`src/rtl/alu_seq_ctrl.sv`:
```
// alu_seq_ctrl -- sequencing wrapper around an external 4-bit combinational ALU.
//
// It takes one command at a time and runs it through three states:
//   IDLE : ready for a command; an accepted command registers the ALU operands.
//   EXEC : the ALU inputs are stable, so alu_y is captured at the end of this cycle.
//   RESP : the result is offered until the consumer accepts it.
// A command is accepted at edge N and res_valid rises two cycles later. Commands
// never overlap.
//
// Ports:
//   clk, rst_n        rising-edge clock; asynchronous active-low reset
//   cmd_valid/ready   command handshake (cmd_ready is 1 only in IDLE, out of reset)
//   cmd_op            ALU select: 00 ~A, 01 A+B, 10 A-B, 11 2A
//   cmd_use_acc       1 = take the A operand from the accumulator
//   cmd_a, cmd_b      command operands
//   alu_a/b/s         registered drive to the external ALU
//   alu_y             combinational result from the external ALU
//   res_valid/ready   result handshake
//   res_data/zero     captured result and its zero flag
//   acc               accumulator (the last captured result)
//   op_count          number of handshaken results, saturating
module alu_seq_ctrl #(
   parameter int WIDTH = 4,
   parameter int CNT_W = 8
) (
   input  logic             clk,
   input  logic             rst_n,
   input  logic             cmd_valid,
   output logic             cmd_ready,
   input  logic [1:0]       cmd_op,
   input  logic             cmd_use_acc,
   input  logic [WIDTH-1:0] cmd_a,
   input  logic [WIDTH-1:0] cmd_b,
   output logic [WIDTH-1:0] alu_a,
   output logic [WIDTH-1:0] alu_b,
   output logic [1:0]       alu_s,
   input  logic [WIDTH-1:0] alu_y,
   output logic             res_valid,
   input  logic             res_ready,
   output logic [WIDTH-1:0] res_data,
   output logic             res_zero,
   output logic [WIDTH-1:0] acc,
   output logic [CNT_W-1:0] op_count
);

   localparam logic [CNT_W-1:0] CNT_ONE = CNT_W'(1);
   localparam logic [CNT_W-1:0] CNT_MAX = '1;

   typedef enum logic [1:0] {
      IDLE = 2'd0,
      EXEC = 2'd1,
      RESP = 2'd2
   } state_t;

   state_t           state_reg,    state_next;
   logic [WIDTH-1:0] alu_a_reg,    alu_a_next;
   logic [WIDTH-1:0] alu_b_reg,    alu_b_next;
   logic [1:0]       alu_s_reg,    alu_s_next;
   logic [WIDTH-1:0] res_data_reg, res_data_next;
   logic             res_zero_reg, res_zero_next;
   logic [WIDTH-1:0] acc_reg,      acc_next;
   logic [CNT_W-1:0] op_count_reg, op_count_next;

   // The state register resets to IDLE, so cmd_ready is also gated with rst_n
   // to keep it low for as long as reset is held.
   assign cmd_ready = rst_n && (state_reg == IDLE);
   assign res_valid = (state_reg == RESP);

   assign alu_a    = alu_a_reg;
   assign alu_b    = alu_b_reg;
   assign alu_s    = alu_s_reg;
   assign res_data = res_data_reg;
   assign res_zero = res_zero_reg;
   assign acc      = acc_reg;
   assign op_count = op_count_reg;

   always_ff @(posedge clk or negedge rst_n) begin
      if (!rst_n) begin
         state_reg    <= IDLE;
         alu_a_reg    <= '0;
         alu_b_reg    <= '0;
         alu_s_reg    <= '0;
         res_data_reg <= '0;
         res_zero_reg <= 1'b0;
         acc_reg      <= '0;
         op_count_reg <= '0;
      end else begin
         state_reg    <= state_next;
         alu_a_reg    <= alu_a_next;
         alu_b_reg    <= alu_b_next;
         alu_s_reg    <= alu_s_next;
         res_data_reg <= res_data_next;
         res_zero_reg <= res_zero_next;
         acc_reg      <= acc_next;
         op_count_reg <= op_count_next;
      end
   end

   always_comb begin
      state_next    = state_reg;
      alu_a_next    = alu_a_reg;
      alu_b_next    = alu_b_reg;
      alu_s_next    = alu_s_reg;
      res_data_next = res_data_reg;
      res_zero_next = res_zero_reg;
      acc_next      = acc_reg;
      op_count_next = op_count_reg;

      case (state_reg)
         IDLE: begin
            // In IDLE, cmd_ready is 1 whenever the clock is running out of reset.
            if (cmd_valid) begin
               // acc here is the last completed result (0 after reset).
               alu_a_next = cmd_use_acc ? acc_reg : cmd_a;
               alu_b_next = cmd_b;
               alu_s_next = cmd_op;
               state_next = EXEC;
            end
         end
         EXEC: begin
            // The operands were registered at the previous edge, so alu_y has
            // a full cycle to settle before it is captured here.
            res_data_next = alu_y;
            acc_next      = alu_y;
            res_zero_next = (alu_y == '0);
            state_next    = RESP;
         end
         RESP: begin
            if (res_ready) begin
               if (op_count_reg != CNT_MAX) begin
                  op_count_next = op_count_reg + CNT_ONE;
               end
               state_next = IDLE;
            end
         end
         default: begin
            state_next = IDLE;
         end
      endcase
   end

endmodule

```
`config.mk`:
```
export PLATFORM = sky130hd
export DESIGN_NAME = alu_seq_ctrl
export DESIGN_NICKNAME = d
export VERILOG_FILES = /design/src/rtl/alu_seq_ctrl.sv
export SDC_FILE = /design/constraint.sdc
export NUM_CORES = 1
export LEC_CHECK = 0
export BUFFER_PORTS_ARGS = -buffer_cell sky130_fd_sc_hd__buf_2
export CAP_MARGIN = 20
export CORE_MARGIN = 5
export CORE_UTILIZATION = 46
export DETAILED_ROUTE_END_ITERATION = 10
export PLACE_DENSITY = 0.76
export SETUP_SLACK_MARGIN = 0.4
export SYNTH_ARGS = -nofsm -noshare
export SYNTH_HDL_FRONTEND = slang
export SYNTH_SLANG_ARGS = --single-unit
```
`constraint.sdc`:
```
create_clock -name clk -period 2 [get_ports clk]
set_input_delay 0.6 -clock clk [delete_from_list [all_inputs] [get_ports clk]]
set_output_delay 0.6 -clock clk [all_outputs]
set_load 0.02 [all_outputs]
```
**Word-level counts from Yosys, hierarchy flattened**

Cells that the tools add are included.

- Register bits after elaboration: 25

- Add/subtract/negate cells: 1
- Equal/unequal tests: 5
- Mux-type cells: 4
- Reductions and logical operators: 6

Operator list:

| operator | count |
|---|---|
| $add 8x1->8 const B | 1 |
| $ne 8x8->1 const B | 1 |
| $pmux 2 s3 | 1 |
| $logic_not 4->1 | 1 |
| $mux 2 | 2 |
| $mux 4 | 1 |
| $reduce_and 2->1 | 2 |
| $reduce_and 3->1 | 1 |
| $eq 2x1->1 const B | 1 |
| $eq 2x2->1 const B | 1 |
| $logic_not 2->1 | 1 |
| $ne 2x1->1 const B | 1 |
| $ne 2x2->1 const B | 1 |
| $logic_and 1x1->1 | 1 |

**Longest topological paths before layout**

- Depth in word-level cells: 3
- Depth in mapped cells: 5
- Depth with buffers taken out: 5

**Least setup slack after synthesis**

Ideal clock, no wire load.

- Path type: input to output
- From: in rst_n
- To: out cmd_ready
- Arrival: 1121 ps
- Path slack: 279 ps
- Stages on the path: 1
- Buffers on the path: 0
- Cells stage by stage: nor3b_1

- Word-level cells in the longest chain between the ends: 1

Ends and longest elaborated chain:

| item | line | source |
|---|---|---|
| start, declared | 27 | `input logic rst_n,` |
| $logic_and 1x1->1 | 66 | `assign cmd_ready = rst_n && (state_reg == IDLE);` |
| end, declared | 29 | `output logic cmd_ready,` |

Every way passes these cells.

**Worst setup path after layout**

- From: reg state_reg[0]
- To: out cmd_ready

- Word-level cells in the longest chain between the ends: 2

Ends and longest elaborated chain:

| item | line | source |
|---|---|---|
| start, declared | 55 | `state_t state_reg, state_next;` |
| start signal, assigned | 88 | `state_reg <= state_next;` |
| $logic_not 2->1 | 66 |  |
| $logic_and 1x1->1 | 66 |  |

Every way passes these cells.

==> metrics.csv <==
metric;value;unit
syn_avg_cell_area;12.5;um2
power_density;1470;mW/mm2
vdd_drop_max;0.00104;V
cts_buffer_depth;2;
grt.overflow.total;0;
drc;0;
pwr-share-comb;50.9;%
place_area;0.00138;mm2
drive_gt1_share;62.8;%
rsz0062_at_grt;true;
drt_iter0_drc;25;
crit_type;flip-flop to primary output;
route.met2.wl;1290;um
maxCapViolCount;0;
synth_top_area_cell;dfrtp_1;
met3_length;204;um
cp_max_fo;4;
seqPwrFrac;39.0;%
end_kind;primary output;
antenna_found_initial;0;
ios;48;
gp_congestion;0.798;
synth_cell_types;29;
nNetsFinal;169;
routed-via-count;892;
setup_viol;0;
cts.sinks;25;
wl;2480;um
insertion_delay;0.31;ns
grt_pass1_wl;4080;um
grt_start_max_net_pins;26;
grt_pass1_vias;939;
synth_area_leaders;dfrtp_1 55%, mux2_2 13%, mux2i_1 3.5%;
outcome;complete, no violations;
wl_per_cell;14.0;um
yosysWarnings;0;
yosysMostFrequentCell;dfrtp_1;
synth_seq_cells;25;
ant_nets;0;
post-route-period-util;90.5;%
die_y;59.5;um
clock_skew;0.000845;ns
start_util;46.8;%
dp_hpwl;1800;um
ys.flop_type;dfrtp_1;
fmax;552;MHz
p_sw;947;uW
cp_slowest_cell;dfrtp_1;
slew_headroom;66.8;%
tns;0;ns
cts_tree;done;
syn_inst;90;
diodes;0;
cp.required;1.40;ns
cpPeakStageDelay;0.44;ns
design.core.area;0.00241;mm2
grt.total_usage;15.0;%
place_inst;162;
pwr-share-clk;10.1;%
highest_layer;met3;
r2r_cells;5;
port_buffers;47;
dieWidth;59.5;um
synth.net_count;110;
ys_seq_area_share;55.4;%
min_path_type;input port to async pin;
dieArea;0.00354;mm2
netlist.area_leader.share;55.4;%
htree_levels;1;
via_per_inst;5.01;
cp_cell_sequence;buf_6 -> nor3b_2 -> buf_4;
period_minus_slack;1.81;ns
startpoint_type;flip-flop;
placementRows;18;
final_cells;178;
hold_ws;0.252;ns
syn_area;0.00113;mm2
power.leakage;0.000751;uW
arrival;1.21;ns
cts-root-buf;clkbuf_4;
internal-power;1330;uW
cts_buffers;3;
sw_frac_of_total;41.6;%
tightest_slew;0.496;ns
drv_slew;0;
largest_reg_flops;8;
async_flop_share;100;%
ctsHoldBuffers;0;
yosys-top-cells-count;25 x dfrtp_1, 13 x mux2_2, 5 x buf_4, 5 x nor2_1;
syn2layout_area_growth;37.4;%
synth_edf_count;0;
finalInstanceArea;0.00155;mm2
clkTransAtPathRegs;0.14;ns
met1_length;989;um
finalHoldViolCount;0;
drt_pass1_iterations;4;
## worst max-delay path, delay by kind of cell (launching register included)
family,cells,cell delay (ns)
buf+inv,2,0.30
flops,1,0.44
simple gates,1,0.16
## timing repair
action | 4_1_cts | 5_1_grt
gates resized for setup | 6 | 11
buffers inserted | 4 | 8
pin swaps | 0 | 2
setup endpoints to repair | 5 | 23
## placed cells by master, fill, tap and decap left out, drive strengths merged
cell type and count:
buf 61, dfrtp 25, mux2 14, nor2 5, nand3 5, mux2i 4, a21oi 4, nand2 4
xnor2 4, nand4 3, clkbuf 3, nor3b 2, and2b 1, nor2b 1, inv 1, a21o 1
nor4 1, nand3b 1, and2 1, nand2b 1, nor3 1, or3 1, and3 1, o21a 1
ha 1, clkinvlp 1
## layout make-up
type | count | area, um2
clock inverter | 1 | 7.51
inverter | 1 | 3.75
clock buffer | 3 | 22.5
multi-input combinational | 57 | 479
tap | 30 | 37.5
sequential | 25 | 634
fill | 207 | 860
timing repair buffer | 61 | 365
## power by group through the flow
stage / combinational [uW] / clock, uW / sequential [uW]
2_1_floorplan: 471 / 0 / 1120
3_3_place_gp: 975 / 0 / 893
3_5_place_dp: 995 / 0 / 903
4_1_cts: 1070 / 238 / 882
5_1_grt: 1240 / 269 / 923
6_report: 1160 / 230 / 887
## worst paths after layout
| check | startpoint | to | slack (ns) |
|---|---|---|---|
| worst max-delay path | state_reg[0] | cmd_ready | 0.19 |
| worst min-delay path | rst_n | alu_b[3] | 0.25 |
| worst max register to register | op_count[1] | op_count[1] | 0.49 |
| worst min register to register | alu_b[0] | alu_b[0] | 0.52 |
| max in group asynchronous | rst_n | state_reg[1] | 1.49 |
| min in group clk | cmd_op[1] | alu_s[1] | 0.50 |
## routing by layer
layer  vias up  track usage, %
li1        424               -
met1       431            18.6
met2        37            26.1
met3         0            3.27
met4         0            4.75
met5         -               0
## kinds of logic (layout without fill, tap and decap cells)
| family | Yosys count | in the layout | share of synthesized area [%] |
|---|---|---|---|
| simple gates | 28 | 28 | 15.1 |
| flops | 25 | 25 | 55.4 |
| mux | 18 | 18 | 17.8 |
| buf+inv | 8 | 66 | 4.32 |
| compound gates | 6 | 6 | 3.10 |
| xor+xnor | 4 | 4 | 3.10 |
| fa+ha+maj | 1 | 1 | 1.11 |
## per-stage QoR
step / setup WS, ns / util (%) / total power [uW]
final: 0.190 / 64.3 / 2270
after global routing: 0.0944 / 64.3 / 2430
after CTS: 0.208 / 60.2 / 2190
after detailed placement: 0.346 / 57.2 / 1900
after global placement: 0.396 / 57.2 / 1870
after floorplan: 0.400 / - / 1590
Power figures use the tool's default switching activity.
